===== src/rtl/vga_write_arbiter_if.sv =====
// Requester-side beat bus plus the registered framebuffer write port of the arbiter.
interface vga_write_arbiter_if #(
  parameter int NREQ   = 3,
  parameter int ADDR_W = 17,
  parameter int DATA_W = 16
) ();
  logic [NREQ-1:0]        req_valid;
  logic [NREQ-1:0]        req_last;
  logic [NREQ*ADDR_W-1:0] req_addr;
  logic [NREQ*DATA_W-1:0] req_data;
  logic [NREQ-1:0]        req_ready;
  logic                   fb_write;
  logic [ADDR_W-1:0]      fb_addr;
  logic [DATA_W-1:0]      fb_data;

  // master: the pixel producers (and framebuffer observer)
  modport master (
    output req_valid, req_last, req_addr, req_data,
    input  req_ready, fb_write, fb_addr, fb_data
  );

  // slave: the arbiter
  modport slave (
    input  req_valid, req_last, req_addr, req_data,
    output req_ready, fb_write, fb_addr, fb_data
  );
endinterface


===== src/rtl/vga_write_arbiter.sv =====
// Round-robin burst arbiter onto the framebuffer write port; grant 1 cycle, fb_write 2 cycles after valid, one beat/cycle.
// Ungranted requesters see ready=0 and hold their beat; VBLANK_GATE_EN makes ready follow vblank inside a burst.
module vga_write_arbiter #(
  parameter int NREQ      = 3,
  parameter int ADDR_W    = 17,
  parameter int DATA_W    = 16,
  parameter int MAX_BURST = 16
) (
  input  logic                clock,
  input  logic                reset,
  vga_write_arbiter_if.slave  bus,
  input  logic                vblank,
  output logic [2:0]          grant_id,
  output logic                busy
);

  localparam int CNT_W = $clog2(MAX_BURST) + 1;

  typedef enum logic {IDLE, BURST} state_t;

  state_t              state, state_nxt;
  logic [2:0]          rr_ptr;
  logic [CNT_W-1:0]    beat_cnt;

  logic                found;
  logic [2:0]          pick;
  logic [3:0]          sum;
  logic [2*NREQ-1:0]   dbl;

  logic                gate;
  logic                vld_g;
  logic                last_g;
  logic [ADDR_W-1:0]   addr_g;
  logic [DATA_W-1:0]   data_g;
  logic                accept;
  logic                stall;
  logic                cnt_done;
  logic                burst_end;

`ifdef VBLANK_GATE_EN
  assign gate = vblank;
`else
  logic unused_vblank;
  assign unused_vblank = vblank;
  assign gate = 1'b1;
`endif

  // Rotate valids so bit 0 is rr_ptr; the first set bit is the winner.
  always_comb begin
    found = 1'b0;
    pick  = rr_ptr;
    sum   = '0;
    dbl   = {bus.req_valid, bus.req_valid} >> rr_ptr;
    for (int i = 0; i < NREQ; i++) begin
      if (!found && dbl[i]) begin
        found = 1'b1;
        sum   = {1'b0, rr_ptr} + 4'(i);
        if (sum >= 4'(NREQ))
          sum = sum - 4'(NREQ);
        pick  = sum[2:0];
      end
    end
  end

  always_comb begin
    vld_g  = 1'b0;
    last_g = 1'b0;
    addr_g = '0;
    data_g = '0;
    for (int i = 0; i < NREQ; i++) begin
      if (grant_id == 3'(i)) begin
        vld_g  = bus.req_valid[i];
        last_g = bus.req_last[i];
        addr_g = bus.req_addr[i*ADDR_W +: ADDR_W];
        data_g = bus.req_data[i*DATA_W +: DATA_W];
      end
    end
  end

  // A gated (vblank=0) cycle is neither an acceptance nor a stall.
  assign accept    = (state == BURST) && gate && vld_g;
  assign stall     = (state == BURST) && gate && !vld_g;
  assign cnt_done  = (beat_cnt == CNT_W'(MAX_BURST - 1));
  assign burst_end = stall || (accept && (last_g || cnt_done));

  always_ff @(posedge clock) begin
    if (reset)
      state <= IDLE;
    else
      state <= state_nxt;
  end

  always_comb begin
    state_nxt = state;
    case (state)
      IDLE:    if (found)     state_nxt = BURST;
      BURST:   if (burst_end) state_nxt = IDLE;
      default: state_nxt = IDLE;
    endcase
  end

  always_comb begin
    busy          = (state == BURST);
    bus.req_ready = '0;
    if (state == BURST && gate)
      bus.req_ready = NREQ'(1) << grant_id;
  end

  always_ff @(posedge clock) begin
    if (reset) begin
      rr_ptr       <= '0;
      grant_id     <= '0;
      beat_cnt     <= '0;
      bus.fb_write <= 1'b0;
      bus.fb_addr  <= '0;
      bus.fb_data  <= '0;
    end else begin
      bus.fb_write <= accept;
      if (accept) begin
        bus.fb_addr <= addr_g;
        bus.fb_data <= data_g;
        beat_cnt    <= beat_cnt + 1'b1;
      end
      if (state == IDLE && found) begin
        grant_id <= pick;
        beat_cnt <= '0;
      end
      if (burst_end)
        rr_ptr <= (grant_id == 3'(NREQ - 1)) ? 3'd0 : grant_id + 3'd1;
    end
  end

endmodule


===== src/flat_wrapper.sv =====
// flat-port wrapper written by rule: the top's interface ports become plain ports
module vga_write_arbiter_flat 
#(
  parameter int NREQ      = 3,
  parameter int ADDR_W    = 17,
  parameter int DATA_W    = 16,
  parameter int MAX_BURST = 16
)
  (clock, reset, vblank, grant_id, busy, bus_req_valid, bus_req_last, bus_req_addr, bus_req_data, bus_req_ready, bus_fb_write, bus_fb_addr, bus_fb_data);
  vga_write_arbiter_if #(.NREQ(NREQ), .ADDR_W(ADDR_W), .DATA_W(DATA_W)) bus_i ();
  input  logic clock;
  input  logic reset;
  input  logic vblank;
  output logic [2:0] grant_id;
  output logic busy;
  input wire logic [$bits(bus_i.req_valid)-1:0] bus_req_valid;
  input wire logic [$bits(bus_i.req_last)-1:0] bus_req_last;
  input wire logic [$bits(bus_i.req_addr)-1:0] bus_req_addr;
  input wire logic [$bits(bus_i.req_data)-1:0] bus_req_data;
  output wire logic [$bits(bus_i.req_ready)-1:0] bus_req_ready;
  output wire logic [$bits(bus_i.fb_write)-1:0] bus_fb_write;
  output wire logic [$bits(bus_i.fb_addr)-1:0] bus_fb_addr;
  output wire logic [$bits(bus_i.fb_data)-1:0] bus_fb_data;
  assign bus_i.req_valid = bus_req_valid;
  assign bus_i.req_last = bus_req_last;
  assign bus_i.req_addr = bus_req_addr;
  assign bus_i.req_data = bus_req_data;
  assign bus_req_ready = bus_i.req_ready;
  assign bus_fb_write = bus_i.fb_write;
  assign bus_fb_addr = bus_i.fb_addr;
  assign bus_fb_data = bus_i.fb_data;
  vga_write_arbiter #(.NREQ(NREQ), .ADDR_W(ADDR_W), .DATA_W(DATA_W), .MAX_BURST(MAX_BURST)) u_core (.clock(clock), .reset(reset), .bus(bus_i), .vblank(vblank), .grant_id(grant_id), .busy(busy));
endmodule

===== config.mk =====
export PLATFORM = sky130hd
export DESIGN_NAME = vga_write_arbiter_flat
export DESIGN_NICKNAME = d
export VERILOG_FILES = /design/src/rtl/vga_write_arbiter_if.sv /design/src/rtl/vga_write_arbiter.sv /design/src/flat_wrapper.sv
export SDC_FILE = /design/constraint.sdc
export NUM_CORES = 1
export LEC_CHECK = 0
export BUFFER_PORTS_ARGS = -buffer_cell sky130_fd_sc_hd__buf_2
export CORE_MARGIN = 2
export CORE_UTILIZATION = 43
export CTS_BUF_LIST = sky130_fd_sc_hd__clkbuf_8 sky130_fd_sc_hd__clkbuf_16
export CTS_CLUSTER_DIAMETER = 30
export DETAILED_ROUTE_END_ITERATION = 16
export GPL_ROUTABILITY_DRIVEN = 0
export GPL_TIMING_DRIVEN = 1
export PLACE_DENSITY = 0.8
export SLEW_MARGIN = 20
export SYNTH_ARGS = -nofsm -noshare
export SYNTH_HDL_FRONTEND = slang
export SYNTH_SLANG_ARGS = --single-unit

===== constraint.sdc =====
create_clock -name clock -period 1.8 [get_ports clock]
set_input_delay 0.09 -clock clock [delete_from_list [all_inputs] [get_ports clock]]
set_output_delay 0.09 -clock clock [all_outputs]
set_load 0.005 [all_outputs]

==> results.yml <==
sta:
  clock-skew-final_ns: 0.007317
  period_share_pct: 101.2
  hold_viol_final: 0
  rsz0062_at_grt: "yes"
  layout_min_cycle_time_ns: 1.822
  finalSetupViolations: 3
  fin_worst_hold_slack_ns: 0.1651
  finalWorstSetupSlack_ns: -0.02209
  worst_slew_margin_rel_pct: 70.10
  timing.final.max_slew_violations: 0
  fmax_ghz: 0.5488
  tightest_slew_ns: 0.4428
die:
  die_w_um: 90.29
  io_pins: 149
  rows: 31
  initial_core_util_pct: 44.38
  fp.dieH_um: 90.29
  dieArea_um2: 8152
  core_region_area_um2: 7214
global_route:
  grt_pass1_vias: 3408
  overflow: 0
  grt_max_degree: 38
  grt_pass1_wl_um: 15690
  antenna_found_initial: 0
  grt_usage_pct: 22.85
route:
  vias: 3731
  routedWlPerCell_um: 14.91
  wirelength_um: 10300
  drt_first_iter_violations: 208
  drc: 0
  antenna_left: 0
  viasPerCell: 5.399
  drt_first_pass_iters: 7
cts:
  holdBufCountCts: 0
  cts-htree-levels: 2
  root_buffer: "clkbuf_8"
  cts_buffers: 5
  clkSlewWorstSetupHoldPaths_ns: 0.09
  clk_path_buf_depth: 2
  insertion_delay_ns: 0.30
  cts_num_sinks: 46
  cts_tree: "done"
yosys:
  synth_seq_cells: 46
  syn_area_um2: 3202
  ys_top_cells_by_area: "dfxtp_1 29%, mux2i_1 10%, nand2_1 9.3%"
  synth_top_area_share_pct: 28.76
  synth_cells: 427
  syn_nets: 544
  yosysSeqAreaShare_pct: 28.76
  avgSynthCellArea_um2: 7.498
  synthArstFlopShare_pct: 0
  ys_types: 55
  synth_ff_type: "dfxtp_1"
  synth-edff-count: 0
  yosys_warnings: 0
  synth_area_leader_cell: "dfxtp_1"
pwr:
  p_seq_share_pct: 23.9
  intPower_mw: 3.415
  swShare_pct: 43.98
  peakVddDrop_mv: 0.5139
  leakage_nw: 1.980
  p_switching_mw: 2.681
  p_per_area_nw_per_um2: 1336
  power_frac_clock_pct: 10.9
  p_comb_share_pct: 65.2
  p_total_mw: 6.096
final_layout:
  final_cell_mix: "147 x buf_2, 78 x nand2_1, 40 x o21ai_0"
  fin_nets: 708
  final_common_cell: "buf_2"
  antenna_cells: 0
  area_growth_pct: 42.56
  final_util_pct: 63.27
  layout-drive-gt1-share_pct: 40.37
run_status:
  violations: "negative setup slack"
  status: "complete, but fails checks"
place:
  dp_hpwl_um: 7304
  dp_slack_ns: -0.1147
  io_buffers: 147
worst_setup_path:
  critPathLaunch: "u_core.rr_ptr[0]"
  cp-start-kind: "flop"
  cp.arrival_ns: 2.03
  required_ns: 2.01
  critical_path_class: "flop to flop"
  crit_path_end_kind: "flop"
  path_max_fanout: 3
  r2r-start: "u_core.rr_ptr[0]"
min_path:
  min_from: "bus_req_addr[22]"
  hp-class: "primary input to flop"
flow_run:
  maxCapViolCount: 0
-- final timing paths --
check                               end  slack (ns)  cells after the start
setup reg to reg     u_core.grant_id[2]       -0.02                      7
hold reg to reg   u_core.bus.fb_data[8]        0.45                      2
hold / removal    u_core.bus.fb_addr[5]        0.17                      5
setup / recovery     u_core.grant_id[2]       -0.02                      7
-- cells by family (layout without fill, tap and decap cells) --
logic type | count (synthesis) | count (layout) | synth area share, %
compound gates | 116 | 116 | 22.74
xor+xnor | 5 | 5 | 1.368
fa+ha+maj | 9 | 9 | 3.517
buf+inv | 50 | 215 | 7.229
flops | 46 | 46 | 28.76
mux | 36 | 36 | 11.37
simple gates | 165 | 165 | 25.01
-- what timing repair did --
| action | in CTS | in global routing |
|---|---|---|
| pin swaps | 7 | 13 |
| gates cloned | 0 | 2 |
| gates resized for setup | 13 | 28 |
| setup buffers | 4 | 3 |
| endpoints found under the setup margin | 8 | 43 |
-- power groups by stage --
stage | Sequential (mW) | Clock [mW] | Combinational (mW)
after floorplan | 1.47 | 0 | 2.30
after global placement | 1.44 | 0 | 3.45
after detailed placement | 1.45 | 0 | 3.55
after CTS | 1.43 | 0.683 | 3.62
after global routing | 1.49 | 0.728 | 4.32
final | 1.46 | 0.667 | 3.97
-- through the flow --
step                      cell area [µm²]  std cells  setup TNS, ns
after floorplan                      3208        427              0
after global placement               4208        676       -0.05311
after detailed placement             4208        676        -0.3209
after CTS                            4389        688       -0.05260
after global routing                 4564        691        -0.4025
final                                4564        691       -0.03348
-- area by class of cell --
class | instances | area (µm²)
well taps | 99 | 123.9
clock buffers | 6 | 82.58
repair buffers | 194 | 1172
flip-flops and latches | 46 | 934.6
clock inverters | 2 | 12.51
fillers | 633 | 2650
inverters | 13 | 53.80
multi-input cells | 331 | 2185
-- synthesized netlist by cell type (3+ instances only) --
cell      instances
a21oi_1          39
xnor2_1           3
nand2_1          79
clkbuf_1         19
mux2_2            3
o21ai_0          42
nor3_1            4
mux2i_1          33
nor4_1            3
or3_1             4
nand3_1          37
and3_1            4
a211oi_1          7
and3b_1           4
buf_4             4
dfxtp_1          46
nand2b_1          5
clkinv_1          3
nor3b_1           4
ha_1              9
inv_1            10
buf_2            11
nor2_1           11
-- flip-flops by register name (all words and copies together) (netlist names) --
| signal | cells |
|---|---|
| u_core.rr_ptr | 3 |
| u_core.beat_cnt | 5 |
| u_core.bus.fb_write | 1 |
| u_core.grant_id | 3 |
| u_core.bus.fb_data | 16 |
| u_core.busy | 1 |
| u_core.bus.fb_addr | 17 |
-- critical path: stages (launching register included) --
cell      delay, ns
dfxtp_4        0.37
ha_4           0.16
ha_4           0.26
nor2b_4        0.15
nand3_2        0.08
a222oi_1       0.32
nor4_1         0.14
o32ai_2        0.26
-- metal layers --
metal,up-vias,global-route usage [%],part of all wire (%)
li1,1849,-,-
met1,1681,26.96,40
met2,170,41.35,50
met3,31,3.673,7.0
met4,0,8.846,2.9
met5,-,0,0
Power figures use the tool's default switching activity.
